### config.mk
export PLATFORM = sky130hd
export DESIGN_NAME = mem_port_arbiter
export DESIGN_NICKNAME = d
export VERILOG_FILES = /design/src/rtl/mem_port_arbiter.sv
export SDC_FILE = /design/constraint.sdc
export NUM_CORES = 1
export LEC_CHECK = 0
export ABC_AREA = 1
export CAP_MARGIN = 0
export CORE_AREA = 2 2 129 131
export CTS_CLUSTER_DIAMETER = 50
export DETAILED_ROUTE_END_ITERATION = 8
export DIE_AREA = 0 0 131 133
export PLACE_DENSITY = 0.75
export RECOVER_POWER = 50
export SLEW_MARGIN = 40
export SYNTH_ARGS = -nofsm -noshare
export SYNTH_HDL_FRONTEND = slang
export SYNTH_SLANG_ARGS = --single-unit
### constraint.sdc
create_clock -name clk -period 4.1 [get_ports clk]
set_input_delay 0.82 -clock clk [delete_from_list [all_inputs] [get_ports clk]]
set_output_delay 0.82 -clock clk [all_outputs]
set_load 0.02 [all_outputs]
### src/rtl/mem_port_arbiter.sv
// mem_port_arbiter: shares one unified memory port between instruction fetch
// (read-only) and the load/store unit (read/write). The LSU has fixed priority,
// but fetch is guaranteed a grant after MAX_LS_STREAK consecutive LSU grants
// while it is waiting. Each transaction is a req/ready handshake on the memory
// side, with an optional timeout that aborts a hung access and flags bus_err.
module mem_port_arbiter #(
    parameter int XLEN          = 32,
    parameter int MAX_LS_STREAK = 4,
    parameter int TIMEOUT       = 64
) (
    input  logic            clk,
    input  logic            reset,
    input  logic            if_req,
    input  logic [XLEN-1:0] if_addr,
    output logic            if_ready,
    output logic [XLEN-1:0] if_rdata,
    input  logic            ls_req,
    input  logic            ls_we,
    input  logic [XLEN-1:0] ls_addr,
    input  logic [XLEN-1:0] ls_wdata,
    input  logic [3:0]      ls_wmask,
    output logic            ls_ready,
    output logic [XLEN-1:0] ls_rdata,
    output logic            mem_valid,
    output logic            mem_we,
    output logic [XLEN-1:0] mem_addr,
    output logic [XLEN-1:0] mem_wdata,
    output logic [3:0]      mem_wmask,
    input  logic            mem_ready,
    input  logic [XLEN-1:0] mem_rdata,
    output logic            bus_err
);

    typedef enum logic [1:0] {
        IDLE    = 2'd0,
        BUSY_IF = 2'd1,
        BUSY_LS = 2'd2,
        RESP    = 2'd3
    } state_t;

    localparam int SW = $clog2(MAX_LS_STREAK + 1);
    localparam int CW = (TIMEOUT > 1) ? $clog2(TIMEOUT) : 1;
    localparam logic [SW-1:0] STREAK_MAX = SW'(MAX_LS_STREAK);
    localparam logic [CW-1:0] TCNT_LAST  = CW'((TIMEOUT > 0) ? (TIMEOUT - 1) : 0);

    state_t          state_q;
    logic [SW-1:0]   streak_q;
    logic [CW-1:0]   tcnt_q;
    logic            if_ready_q;
    logic            ls_ready_q;
    logic            bus_err_q;
    logic [XLEN-1:0] if_rdata_q;
    logic [XLEN-1:0] ls_rdata_q;
    logic            mem_valid_q;
    logic            mem_we_q;
    logic [XLEN-1:0] mem_addr_q;
    logic [XLEN-1:0] mem_wdata_q;
    logic [3:0]      mem_wmask_q;

    logic            grant_ls_d;
    logic            grant_if_d;
    logic [SW-1:0]   streak_d;
    logic            timeout_hit_d;
    logic [XLEN-1:0] resp_data_d;

    // Arbitration decision, streak bookkeeping and completion data selection.
    always_comb begin
        grant_ls_d    = ls_req && (!if_req || (streak_q < STREAK_MAX));
        grant_if_d    = !grant_ls_d && if_req;
        timeout_hit_d = (TIMEOUT != 0) && (tcnt_q == TCNT_LAST);
        // An aborted read returns zero rather than whatever is on the bus.
        if (mem_ready) begin
            resp_data_d = mem_rdata;
        end else begin
            resp_data_d = '0;
        end
        // Only LSU grants that overtake a waiting fetch count toward the streak.
        if (grant_ls_d) begin
            if (if_req && (streak_q < STREAK_MAX)) begin
                streak_d = streak_q + 1'b1;
            end else begin
                streak_d = streak_q;
            end
        end else if (grant_if_d) begin
            streak_d = '0;
        end else begin
            streak_d = streak_q;
        end
    end

    // Transaction sequencer: grant in IDLE, wait for ready/timeout in BUSY, one-cycle RESP.
    always_ff @(posedge clk) begin
        if (reset) begin
            state_q     <= IDLE;
            streak_q    <= '0;
            tcnt_q      <= '0;
            if_ready_q  <= 1'b0;
            ls_ready_q  <= 1'b0;
            bus_err_q   <= 1'b0;
            if_rdata_q  <= '0;
            ls_rdata_q  <= '0;
            mem_valid_q <= 1'b0;
            mem_we_q    <= 1'b0;
            mem_addr_q  <= '0;
            mem_wdata_q <= '0;
            mem_wmask_q <= 4'b0000;
        end else begin
            if_ready_q <= 1'b0;
            ls_ready_q <= 1'b0;
            bus_err_q  <= 1'b0;
            case (state_q)
                IDLE: begin
                    streak_q <= streak_d;
                    if (grant_ls_d) begin
                        mem_valid_q <= 1'b1;
                        mem_we_q    <= ls_we;
                        mem_addr_q  <= ls_addr;
                        mem_wdata_q <= ls_wdata;
                        mem_wmask_q <= ls_we ? ls_wmask : 4'b0000;
                        tcnt_q      <= '0;
                        state_q     <= BUSY_LS;
                    end else if (grant_if_d) begin
                        mem_valid_q <= 1'b1;
                        mem_we_q    <= 1'b0;
                        mem_addr_q  <= if_addr;
                        mem_wmask_q <= 4'b0000;
                        tcnt_q      <= '0;
                        state_q     <= BUSY_IF;
                    end
                end
                BUSY_IF, BUSY_LS: begin
                    // mem_ready takes precedence over a timeout on the same edge.
                    if (mem_ready || timeout_hit_d) begin
                        mem_valid_q <= 1'b0;
                        mem_we_q    <= 1'b0;
                        mem_wmask_q <= 4'b0000;
                        bus_err_q   <= !mem_ready;
                        state_q     <= RESP;
                        if (state_q == BUSY_IF) begin
                            if_ready_q <= 1'b1;
                            if_rdata_q <= resp_data_d;
                        end else begin
                            ls_ready_q <= 1'b1;
                            if (!mem_we_q) begin
                                ls_rdata_q <= resp_data_d;
                            end
                        end
                    end else begin
                        tcnt_q <= tcnt_q + 1'b1;
                    end
                end
                RESP: begin
                    state_q <= IDLE;
                end
                default: begin
                    state_q <= IDLE;
                end
            endcase
        end
    end

    assign if_ready  = if_ready_q;
    assign if_rdata  = if_rdata_q;
    assign ls_ready  = ls_ready_q;
    assign ls_rdata  = ls_rdata_q;
    assign mem_valid = mem_valid_q;
    assign mem_we    = mem_we_q;
    assign mem_addr  = mem_addr_q;
    assign mem_wdata = mem_wdata_q;
    assign mem_wmask = mem_wmask_q;
    assign bus_err   = bus_err_q;

endmodule

After elaboration in Yosys (flattened, before gate mapping)
Index checks and enable logic that the tools add are counted.
W data, S select, Z words.
{"block": "classes", "n_addsub": 2, "order_cmp": 1, "n_eq_ne": 8, "n_mux": 28, "bitwise": 4, "n_reduce_logical": 21}
{"operator": "$mux W32", "count": 3}
{"operator": "$mux W6", "count": 3}
{"operator": "$mux W4", "count": 4}
{"operator": "$pmux W6 S2", "count": 1}
{"operator": "$reduce_and A3 Y1", "count": 4}
{"operator": "$mux W3", "count": 3}
{"operator": "$pmux W4 S2", "count": 1}
{"operator": "$mux W1", "count": 7}
{"operator": "$add A6 B1 Y6 const B", "count": 1}
{"operator": "$eq A6 B6 Y1 const B", "count": 1}
{"operator": "$mux W2", "count": 3}
{"operator": "$pmux W2 S3", "count": 1}
{"operator": "$reduce_and A2 Y1", "count": 3}
{"operator": "$eq A2 B2 Y1 const B", "count": 2}
{"operator": "$ne A2 B2 Y1 const B", "count": 2}
{"operator": "$not A1 Y1", "count": 4}
{"operator": "$pmux W1 S2", "count": 2}
{"operator": "$reduce_and A4 Y1", "count": 1}
{"operator": "$reduce_bool A2 Y1", "count": 2}
{"operator": "$add A3 B1 Y3 const B", "count": 1}
{"operator": "$logic_and A1 B1 Y1", "count": 3}
{"operator": "$logic_not A1 Y1", "count": 3}
{"operator": "$lt A3 B3 Y1 const B", "count": 1}
{"operator": "$ne A3 B3 Y1 const B", "count": 1}
{"operator": "other kinds (6)", "count": 7}
{"block": "word_totals", "register_bits": 148, "inputBits": 138, "out_inout_bits": 137}

Depth between registers and ports, before layout
Gate-level depths: netlist (run 1).
{"block": "depth", "depth_word": 8, "depth_mapped": 13}

Least setup slack after synthesis (run 1)
No wires, ideal clock.
{"block": "synth_timing", "path_type": "in2reg", "from": "input port if_req", "to": "register mem_addr_q[23] (netlist: mem_addr[23])", "setup_time_ps": 116, "arrival_ps": 1660, "setup_slack_ps": 2324, "path_stages": 8, "n_path_buf": 1, "cell_sequence": "nand2_1 -> nand2_1 -> inv_2 -> nand2_2 -> nand2_2 -> buf_2 -> nand3_1 -> o211a_1"}
{"block": "synth_via", "elab_chain_cells": 7}
{"element": "start, declared", "line_no": "13", "source": "input logic if_req,"}
{"element": "$logic_not A1 Y1", "line_no": "68", "source": "grant_ls_d = ls_req && (!if_req || (streak_q < STREAK_MAX));"}
{"element": "$logic_or A1 B1 Y1", "line_no": "68"}
{"element": "$logic_and A1 B1 Y1", "line_no": "68"}
{"element": "$logic_not A1 Y1", "line_no": "69", "source": "grant_if_d = !grant_ls_d && if_req;"}
{"element": "$logic_and A1 B1 Y1", "line_no": "69"}
{"element": "$reduce_bool A2 Y1 (no source line)"}
{"element": "$reduce_and A2 Y1 (no source line)"}
{"element": "end signal, assigned", "line_no": "117", "source": "mem_addr_q <= ls_addr;"}
{"element": "end signal, assigned", "line_no": "125", "source": "mem_addr_q <= if_addr;"}
{"element": "end, declared", "line_no": "56", "source": "logic [XLEN-1:0] mem_addr_q;"}
Parallel ways exist; a longest one is shown, timed or not.
A chain may end at the register's enable or synchronous reset.

Final worst setup path (run 1)
{"block": "layout_timing", "from": "input port mem_ready", "to": "register mem_we_q (netlist: mem_we)"}
{"block": "layout_via", "elab_chain_cells": 3}
{"element": "start, declared", "line_no": "29", "source": "input logic mem_ready,"}
{"element": "$logic_or A1 B1 Y1", "line_no": "133", "source": "if (mem_ready || timeout_hit_d) begin"}
{"element": "$ne A2 B2 Y1 (no source line)"}
{"element": "$reduce_and A3 Y1 (no source line)"}
{"element": "end signal, assigned", "line_no": "116", "source": "mem_we_q <= ls_we;"}
{"element": "end, declared", "line_no": "55", "source": "logic mem_we_q;"}
Every way passes these cells.

==> reports/qor.txt, run 1 <==
Synth cell types: 22
Port Buffer Count: 274
status: finished with violations
post-synthesis sequential area ratio: 0.473
Initial Util: 0.387
CP cell instances: clkdlybuf4s50_1, clkbuf_1, inv_1, nand3_1, nand2_1, inv_1, nor2_1, nor2_1
Buf/Inv on CP: 4
# hold bufs at CTS: 0
Tmin final: 3.15 ns
Avg Inst Size Synth: 7.53 um2
FF/Latch Area: 0.00296 mm2
Tot GR Track Use: 0.215
Slowest-stage cell, CP: clkbuf_1
drt drc: 0
HP Class: reg2reg
global-route wire length before repair: 30000 um
diode count: 0
switching fraction of total power: 0.355
Synthesized Nets: 975
row count: 47
Max H-tree Level: 4
Metal-1 WL: 7860 um
drt first pass iters: 7
failing checks: capacitance limit, slew limit
CTS Buffer Depth: 2
Cell Area, Synth: 0.00626 mm2
Fin Clk Skew: 0.00391 ns
RSZ-0062 raised after global routing: no
Int Pwr: 3440 uW
Synth Register Bits: 148
Clk pin slew, worst setup/hold paths: 0.06 ns
largest net degree at the start of global routing: 75
Sw Pwr: 1890 uW
Via density: 4.98
Fmax: 317 MHz
Peak supply drop: 329 uV
violation count after the first detailed-routing iteration: 480
Crit path arrival time: 3.50 ns
die area: 0.0174 mm2
Leak: 0.00437 uW
Mapped Cells: 832
crit-path max cell delay: 1.16 ns
Power Density: 548 mW/mm2
FILL cells: 1432
DIE HEIGHT: 133 um
crit start category: primary input
share of cells above drive strength 1: 0.0463
Post-CTS Setup Inserts: 0
Setup-failing EPs final: 0
vias in the first global route: 5990
Die X: 131 um
combinational fraction of design power: 0.359
area delta synth->final: 55.1%
total global routing overflow: 0
hpwl dp: 13000 um
WL/cell: 14.8 um
CTS tree: done
design area: 0.00971 mm2
Final Max Tran Viols: 34
Worst slew margin: -0.0572
Post-CTS Resized: 0
post-route ant nets: 0
Clk Latency, worst-skew pair: 0.41 ns
CTS Root Buffer Type: clkbuf_16
Post-DP Area: 0.00909 mm2
GPL Wtd Cong: 0.845
max layer used: met4
crit-path leading delay family: buffers and inverters
CTS Buf Count: 17
initial antenna violation count: 0
max_cap viols: 1
register share of total power: 0.334
DR WL met3: 1350 um
area of the multi-input gates: 0.00279 mm2
worst-margin pin slew: 1.59 ns
clock group share of total power: 0.307
DR vias: 6473
required time worst endpoint: 4.45 ns
Final Hold Viols: 0
I/O Pins: 275
Setup Crit Path Kind: in2reg
CP Capture Type: register
setup TNS: 0 ns
synth warn: 0
clock sink total: 148
crit-path max FO: 33
final-stage net count: 1211
final WL: 19200 um
fin crit share: 0.769
Core Area: 0.0162 mm2
Met2 Wirelength: 9470 um
==> registers in the layout, summed over array words and instances (netlist names) <==
name       count
tcnt_q         6
bus_err        1
mem_we         1
mem_addr      32
mem_valid      1
ls_rdata      32
streak_q       3
state_q        2
if_ready       1
if_rdata      32
ls_ready       1
mem_wmask      4
mem_wdata     32
==> cells in the final DEF (no fill, tap or decap) <==
master / n
nor2_2: 1
nor3b_1: 1
nand2_4: 1
bufinv_16: 3
o21ai_0: 6
nand2_2: 1
dfxtp_1: 148
clkinv_1: 1
clkbuf_2: 1
ha_1: 4
dlygate4sd3_1: 105
clkinvlp_4: 2
clkdlybuf4s50_1: 168
buf_8: 1
nand2_1: 231
o21bai_4: 1
nand4_1: 65
clkbuf_16: 17
a21oi_1: 104
nor3_1: 2
clkbuf_8: 6
clkinv_2: 3
o211a_1: 32
ha_2: 1
xor2_1: 2
inv_1: 54
nor2_1: 25
clkbuf_1: 2
nand3_1: 80
o21bai_1: 1
buf_4: 12
==> routing by layer <==
metal	up-vias	GRT usage
met5	-	0
li1	3266	-
met3	34	0.0505
met2	230	0.360
met4	0	0.0946
met1	2943	0.262
==> area by class of cell <==
type | instances | area share
flip-flops and latches | 148 | 0.305
repair buffers | 288 | 0.293
multi-input cells | 558 | 0.287
clock buffers | 24 | 0.0527
well taps | 220 | 0.0283
inverters | 55 | 0.0213
clock inverters | 8 | 0.0124
==> cell usage after synthesis, drive strengths merged <==
cell | number | share of area
nand2 | 233 | 0.14
dfxtp | 148 | 0.47
a21oi | 104 | 0.083
nand3 | 80 | 0.064
nand4 | 65 | 0.065
inv | 54 | 0.032
clkbuf | 36 | 0.022
buf | 35 | 0.030
o211a | 32 | 0.051
nor2 | 26 | 0.016
o21ai | 6 | 0.0048
ha | 5 | 0.010
nor3 | 2 | 0.0016
o21bai | 2 | 0.0030
xor2 | 2 | 0.0028
clkinv | 1 | 0.00060
nor3b | 1 | 0.0012
==> final timing paths <==
check | from | slack (ns) | depth (start not counted) | endpoint
max | mem_ready | 0.95 | 8 | mem_we$_SDFFE_PP0P_
min | mem_wdata[22]$_SDFFE_PP0P_ | 0.46 | 2 | mem_wdata[22]$_SDFFE_PP0P_
max reg2reg | tcnt_q[0]$_SDFFE_PP0P_ | 1.59 | 8 | ls_rdata[21]$_SDFFE_PP0P_
min reg2reg | mem_wdata[22]$_SDFFE_PP0P_ | 0.46 | 2 | mem_wdata[22]$_SDFFE_PP0P_
==> cell families (layout without fill, tap and decap cells) <==
logic type / after synthesis / after routing / synth area share
AOI/OAI and AO/OA: 144 / 144 / 0.142
xor gates and xnor gates: 2 / 2 / 0.00280
adders and majority gates: 5 / 5 / 0.00999
and+or+nand+nor: 407 / 407 / 0.288
DFF: 148 / 148 / 0.473
buffers and inverters: 126 / 375 / 0.0845
==> metrics by stage <==
step | instances | setup WS [ns] | hold slack [ns] | utilization | power [uW]
6_report | 1301 | 0.949 | 0.456 | 0.601 | 5320
5_1_grt | 1301 | 0.723 | 0.470 | 0.601 | 5610
2_1_floorplan | 832 | 2.32 | 0.440 | - | 3000
3_3_place_gp | 1268 | 1.20 | 0.446 | 0.561 | 3750
3_5_place_dp | 1269 | 1.31 | 0.452 | 0.562 | 3770
4_1_cts | 1301 | 1.59 | 0.460 | 0.601 | 5420
==> power by group through the flow <==
stage               registers (uW)  clock network, uW  logic (uW)
floorplan                     2050                  0         951
global placement              1810                  0        1940
detailed placement            1810                  0        1960
CTS                           1790               1670        1970
global route                  1800               1720        2090
finish                        1780               1630        1910
==> worst reg2reg max path: cells and delay by family, from the launching register on <==
| kind | cells | cell delay (ns) |
|---|---|---|
| compound gates | 2 | 0.63 |
| fa+ha+maj | 1 | 0.20 |
| buf+inv | 2 | 0.60 |
| flops | 1 | 0.36 |
| simple gates | 3 | 0.56 |
Power figures use the tool's default switching activity.
==> run 2: changes to the inputs <==
- clock period: 4.1 -> 3.1 ns (I/O delays scaled with it)
==> run 2 against run 1 <==
  * Critical endpoint is now streak_q[2]$_SDFFE_PP0P_
  * Final cell count rose by 0.23%
  * Utilization grew 0.22 points
  * The run now ends clean
  * Sequential share of layout area decreased by 0.11 points
  * Count of clock-buffer cells in the layout shrank 3
==> reports/qor.txt, run 2 (synthesis results as in run 1) <==
RR Startpoint: tcnt_q[0]$_SDFFE_PP0P_ (unchanged)
# hold bufs at CTS: 0 (unchanged)
Core Area: 0.0162 mm2 (unchanged)
worst-margin pin slew: 1.32 ns (was 1.59 ns)
Setup-failing EPs final: 0 (unchanged)
Peak supply drop: 592 uV (was 329 uV)
Worst slew margin: 0.118 (was -0.0572)
Hold Crit Depth: 2 (unchanged)
Power Density: 723 mW/mm2 (was 548 mW/mm2)
Clk Latency, worst-skew pair: 0.43 ns (was 0.41 ns)
FILL cells: 1427 (was 1432)
GR Util met3: 0.0590 (was 0.0505)
GPL Wtd Cong: 0.854 (was 0.845)
Worst Hold Endpoint: ls_rdata[2]$_SDFFE_PP0P_ (was mem_wdata[22]$_SDFFE_PP0P_)
crit start category: primary input (unchanged)
drt first pass iters: 5 (was 7)
Final Max Tran Viols: 0 (was 34)
FF-to-FF End: if_rdata[5]$_SDFFE_PP0P_ (was ls_rdata[21]$_SDFFE_PP0P_)
Clk pin slew, worst setup/hold paths: 0.06 ns (about the same)
global routing usage on met2: 0.360 (about the same)
CP Capture Type: register (unchanged)
Worst R2R Path Depth: 8 (unchanged)
CTS Root Buffer Type: clkbuf_16 (unchanged)
worst hold margin: 0.457 ns (was 0.456 ns)
violation count after the first detailed-routing iteration: 433 (was 480)
initial antenna violation count: 0 (unchanged)
DR vias: 6516 (was 6473)
Leak: 0.00437 uW (about the same)
CTS Buffer Depth: 2 (unchanged)
vias in the first global route: 6185 (was 5990)
Post-CTS Setup Inserts: 0 (unchanged)
setup TNS: 0 ns (unchanged)
busiest layer in global routing: met2 (unchanged)
status: completed (was finished with violations)
required time worst endpoint: 3.40 ns (was 4.45 ns)
HP Class: reg2reg (unchanged)
Tmin final: 2.45 ns
Port Buffer Count: 274 (unchanged)
drt drc: 0 (unchanged)
Crit path arrival time: 2.74 ns (was 3.50 ns)
DIE HEIGHT: 133 um (unchanged)
R2R Setup Slk: 0.95 ns (was 1.59 ns)
crit-path max FO: 66 (was 33)
final WL: 19600 um (was 19200 um)
Fmax: 409 MHz
area delta synth->final: 55.6% (was 55.1%)
WL/cell: 15.0 um (was 14.8 um)
area of the multi-input gates: 0.00278 mm2 (was 0.00279 mm2)
row count: 47 (unchanged)
commonest cells after routing, fill and taps aside: nand2_1, clkdlybuf4s50_1, dfxtp_1 (unchanged)
grt met1 use: 0.268 (was 0.262)
final-stage net count: 1214 (was 1211)
total global routing overflow: 0 (unchanged)
CTS tree: done (unchanged)
post-route ant nets: 0 (unchanged)
die area: 0.0174 mm2 (unchanged)
Die X: 131 um (unchanged)
pre-CTS setup slack: 0.709 ns (was 1.31 ns)
RSZ-0062 raised after global routing: no (unchanged)
post-layout util: 0.603 (was 0.601)
FF/Latch Area: 0.00296 mm2 (unchanged)
Fin Clk Skew: 0.0102 ns (was 0.00391 ns)
CTS Buf Count: 17 (unchanged)
most common cell after layout, fill and taps aside: nand2_1 (unchanged)
Via density: 5.00 (was 4.98)
Max H-tree Level: 4 (unchanged)
global-route wire length before repair: 30900 um (was 30000 um)
I/O Pins: 275 (unchanged)
Tot GR Track Use: 0.220 (was 0.215)
Post-CTS Resized: 0 (unchanged)
Initial Util: 0.387 (unchanged)
share of cells above drive strength 1: 0.0498 (was 0.0463)
setup ws final: 0.652 ns (was 0.949 ns)
hpwl dp: 13300 um (was 13000 um)
max_cap viols: 0 (was 1)
Final Hold Viols: 0 (unchanged)
HP Start: ls_rdata[2]$_SDFFE_PP0P_ (was mem_wdata[22]$_SDFFE_PP0P_)
largest net degree at the start of global routing: 67 (was 75)
fin crit share: 0.790
PnR Total Power: 7050 uW (was 5320 uW)
clock sink total: 148 (unchanged)
Setup Crit Path Kind: in2reg (unchanged)
diode count: 0 (unchanged)
run 2: power breakdown:
| group | total [uW] | switching, uW | internal [uW] |
|---|---|---|---|
| Sequential | 2360 | 159 | 2200 |
| Clock | 2150 | 817 | 1330 |
| Combinational | 2530 | 1580 | 958 |
run 2: final cells by class:
type / instances / share of cell area
Clock buffer: 21 / 0.0483
Clock inverter: 11 / 0.0154
Inverter: 55 / 0.0212
Multi-Input combinational cell: 558 / 0.286
Sequential cell: 148 / 0.304
Tap cell: 220 / 0.0282
Timing Repair Buffer: 291 / 0.297
run 2: metal layers:
metal / share of wire / vias to the layer above
met5: 0 / -
met4: 0.033 / 0
met3: 0.068 / 46
met2: 0.48 / 220
met1: 0.41 / 2974
li1: - / 3276
run 2: critical path: stages:
cell	delay [ns]
clkdlybuf4s50_1	0.50
nand2_1	0.06
nand2_1	0.07
inv_1	0.06
clkbuf_2	0.73
o21ai_0	0.60
nor2_1	0.09
run 2: how the worst max path moves through the flow:
stage                           start                   endpoint  slack, ns
4_1_cts           mem_we$_SDFFE_PP0P_                     mem_we       0.95
6_report                       if_req   streak_q[2]$_SDFFE_PP0P_       0.65
3_3_place_gp   tcnt_q[0]$_SDFFE_PP0P_     tcnt_q[5]$_SDFFE_PP0P_       0.64
5_1_grt                        if_req   streak_q[1]$_SDFFE_PP0P_       0.38
2_1_floorplan                  if_req  mem_addr[23]$_SDFFE_PP0P_       1.52
3_5_place_dp                   if_req   mem_addr[7]$_SDFFE_PP0P_       0.71
run 2: per-stage QoR:
step / cells / cell area, um2
floorplan: 832 / 6260
global placement: 1271 / 9100
detailed placement: 1272 / 9130
CTS: 1304 / 9750
global route: 1304 / 9750
finish: 1304 / 9750
==> run 3: changes to the inputs <==
- CORE_AREA: 2 2 129 131 -> 2 2 132 134
- DIE_AREA: 0 0 131 133 -> 0 0 134 136
- clock period: 3.1 -> 2.1 ns (I/O delays scaled with it)
==> run 3 against run 2 <==
  * Utilization down 1.8 points
  * Final area grew 1.2%
  * Via count increased by 1.1%
  * Clock skew fell by 0.0038 ns
  * Sequential cell count is the same
  * Largest cell class unchanged
==> reports/qor.txt, run 3 (synthesis results as in run 1) <==
status: completed (unchanged)
Buf/Inv on CP: 1 (was 3)
register share of total power: 0.323 (was 0.335)
clock sink total: 148 (unchanged)
die area: 0.0182 mm2 (was 0.0174 mm2)
Peak supply drop: 630 uV (was 592 uV)
CP Capture Type: output port (was register)
Slowest-stage cell, CP: clkdlybuf4s50_1 (was clkbuf_2)
Setup Crit Path Kind: reg2out (was in2reg)
required time worst endpoint: 1.68 ns (was 3.40 ns)
CTS Buffer Depth: 2 (unchanged)
violation count after the first detailed-routing iteration: 470 (was 433)
initial antenna violation count: 1 (was 0)
Int Pwr: 7000 uW (was 4500 uW)
Die X: 134 um (was 131 um)
Final Hold Viols: 0 (unchanged)
vias in the first global route: 6239 (was 6185)
commonest cells after routing, fill and taps aside: nand2_1, clkdlybuf4s50_1, dfxtp_1 (unchanged)
GPL Wtd Cong: 0.803 (was 0.854)
drt drc: 0 (unchanged)
max_cap viols: 0 (unchanged)
Core Area: 0.0169 mm2 (was 0.0162 mm2)
switching fraction of total power: 0.351 (was 0.362)
Power Density: 1090 mW/mm2 (was 723 mW/mm2)
drt first pass iters: 5 (unchanged)
total global routing overflow: 0 (unchanged)
design area: 0.00986 mm2 (was 0.00975 mm2)
Clk Latency, worst-skew pair: 0.43 ns (about the same)
setup TNS: 0 ns (unchanged)
CTS Buf Count: 17 (unchanged)
Post-DP Area: 0.00923 mm2 (was 0.00913 mm2)
row count: 48 (was 47)
Setup-failing EPs final: 0 (unchanged)
final WL: 19700 um (was 19600 um)
global-route wire length before repair: 31200 um (was 30900 um)
crit start category: register (was primary input)
global routing usage on met2: 0.348 (was 0.360)
Sw Pwr: 3790 uW (was 2550 uW)
HP Class: reg2reg (unchanged)
crit-path max FO: 3 (was 66)
Fmax: 524 MHz
Leak: 0.00431 uW (was 0.00437 uW)
I/O Pins: 275 (unchanged)
WL/cell: 15.0 um (about the same)
crit-path leading delay family: buffers and inverters (unchanged)
share of cells above drive strength 1: 0.0550 (was 0.0498)
busiest layer in global routing: met2 (unchanged)
worst-margin pin slew: 0.794 ns (was 1.32 ns)
Clk pin slew, worst setup/hold paths: 0.06 ns (about the same)
most common cell after layout, fill and taps aside: nand2_1 (unchanged)
Max H-tree Level: 4 (unchanged)
DR vias: 6585 (was 6516)
DIE HEIGHT: 136 um (was 133 um)
Port Buffer Count: 274 (unchanged)
RSZ-0062 raised after global routing: no (unchanged)
Fin Clk Skew: 0.00639 ns (was 0.0102 ns)
CP cell instances: clkdlybuf4s50_1 (was clkdlybuf4s50_1, nand2_1, nand2_1, inv_1, clkbuf_2, o21ai_0, nor2_1)
Crit path arrival time: 1.49 ns (was 2.74 ns)
area delta synth->final: 57.5% (was 55.6%)
final-stage net count: 1220 (was 1214)
clock group share of total power: 0.319 (was 0.305)
grt met1 use: 0.259 (was 0.268)
hpwl dp: 13300 um (about the same)
Tmin final: 1.91 ns
fin crit share: 0.909
Initial Util: 0.371 (was 0.387)
PnR Total Power: 10800 uW (was 7050 uW)
Tot GR Track Use: 0.213 (was 0.220)
Post-CTS Setup Inserts: 0 (unchanged)
Final Max Tran Viols: 0 (unchanged)
Via density: 5.00 (about the same)
post-route ant nets: 0 (unchanged)
combinational fraction of design power: 0.358 (was 0.360)
crit-path max cell delay: 0.68 ns (was 0.73 ns)
largest net degree at the start of global routing: 103 (was 67)
CTS tree: done (unchanged)
GR Util met3: 0.0511 (was 0.0590)
Post-CTS Resized: 0 (unchanged)
Worst slew margin: 0.471 (was 0.118)
CTS Root Buffer Type: clkbuf_16 (unchanged)
# hold bufs at CTS: 0 (unchanged)
-- run 3: changes by cell type in the layout (fill, tap and decap cells not counted), moves of 2 or more --
cell             previous run  this run
dlygate4sd3_1             103        60
buf_4                      15        17
bufinv_16                   3         5
clkbuf_4                    0         2
buf_12                      1         3
clkdlybuf4s50_1           170       213
clkinvlp_4                  5         3
-- run 3: final timing paths --
check | startpoint | to | slack [ns] | depth (start not counted)
hold reg to reg | mem_wdata[2]$_SDFFE_PP0P_ | mem_wdata[2]$_SDFFE_PP0P_ | 0.46 | 2
setup reg to reg | state_q[0]$_SDFFE_PP0P_ | if_rdata[7]$_SDFFE_PP0P_ | 0.22 | 7
setup / recovery | mem_we$_SDFFE_PP0P_ | mem_we | 0.19 | 1
hold / removal | mem_wdata[2]$_SDFFE_PP0P_ | mem_wdata[2]$_SDFFE_PP0P_ | 0.46 | 2
-- run 3: stage by stage --
stage / instances / hold WS [ns] / util / worst slack (ns)
2_1_floorplan: 832 / 0.440 / - / 0.576
3_3_place_gp: 1283 / 0.448 / 0.546 / 0.228
3_5_place_dp: 1283 / 0.451 / 0.547 / 0.191
4_1_cts: 1315 / 0.461 / 0.587 / 0.181
5_1_grt: 1316 / 0.468 / 0.584 / 0.0460
6_report: 1316 / 0.457 / 0.584 / 0.190
-- run 3: final cells by class --
cell class | instances | area, um2
Inverter | 55 | 206
Sequential cell | 148 | 2960
Tap cell | 225 | 282
Multi-Input combinational cell | 558 | 2780
Clock buffer | 21 | 480
Timing Repair Buffer | 297 | 2950
Clock inverter | 11 | 195
Antenna cell | 1 | 2.50
Fill cell | 1531 | 7010
-- run 3: power by group through the flow --
stage | sequential [uW] | combinational [uW] | clock [uW]
finish | 3490 | 3860 | 3440
global route | 3540 | 4230 | 3620
CTS | 3490 | 3970 | 3510
detailed placement | 3550 | 3950 | 0
global placement | 3540 | 3900 | 0
floorplan | 4000 | 1860 | 0
-- run 3: routing by layer --
layer  routed length, um  share of wire
met3                1090          0.055
met2                9450           0.48
met1                8340           0.42
met5                   0              0
met4                 795          0.040
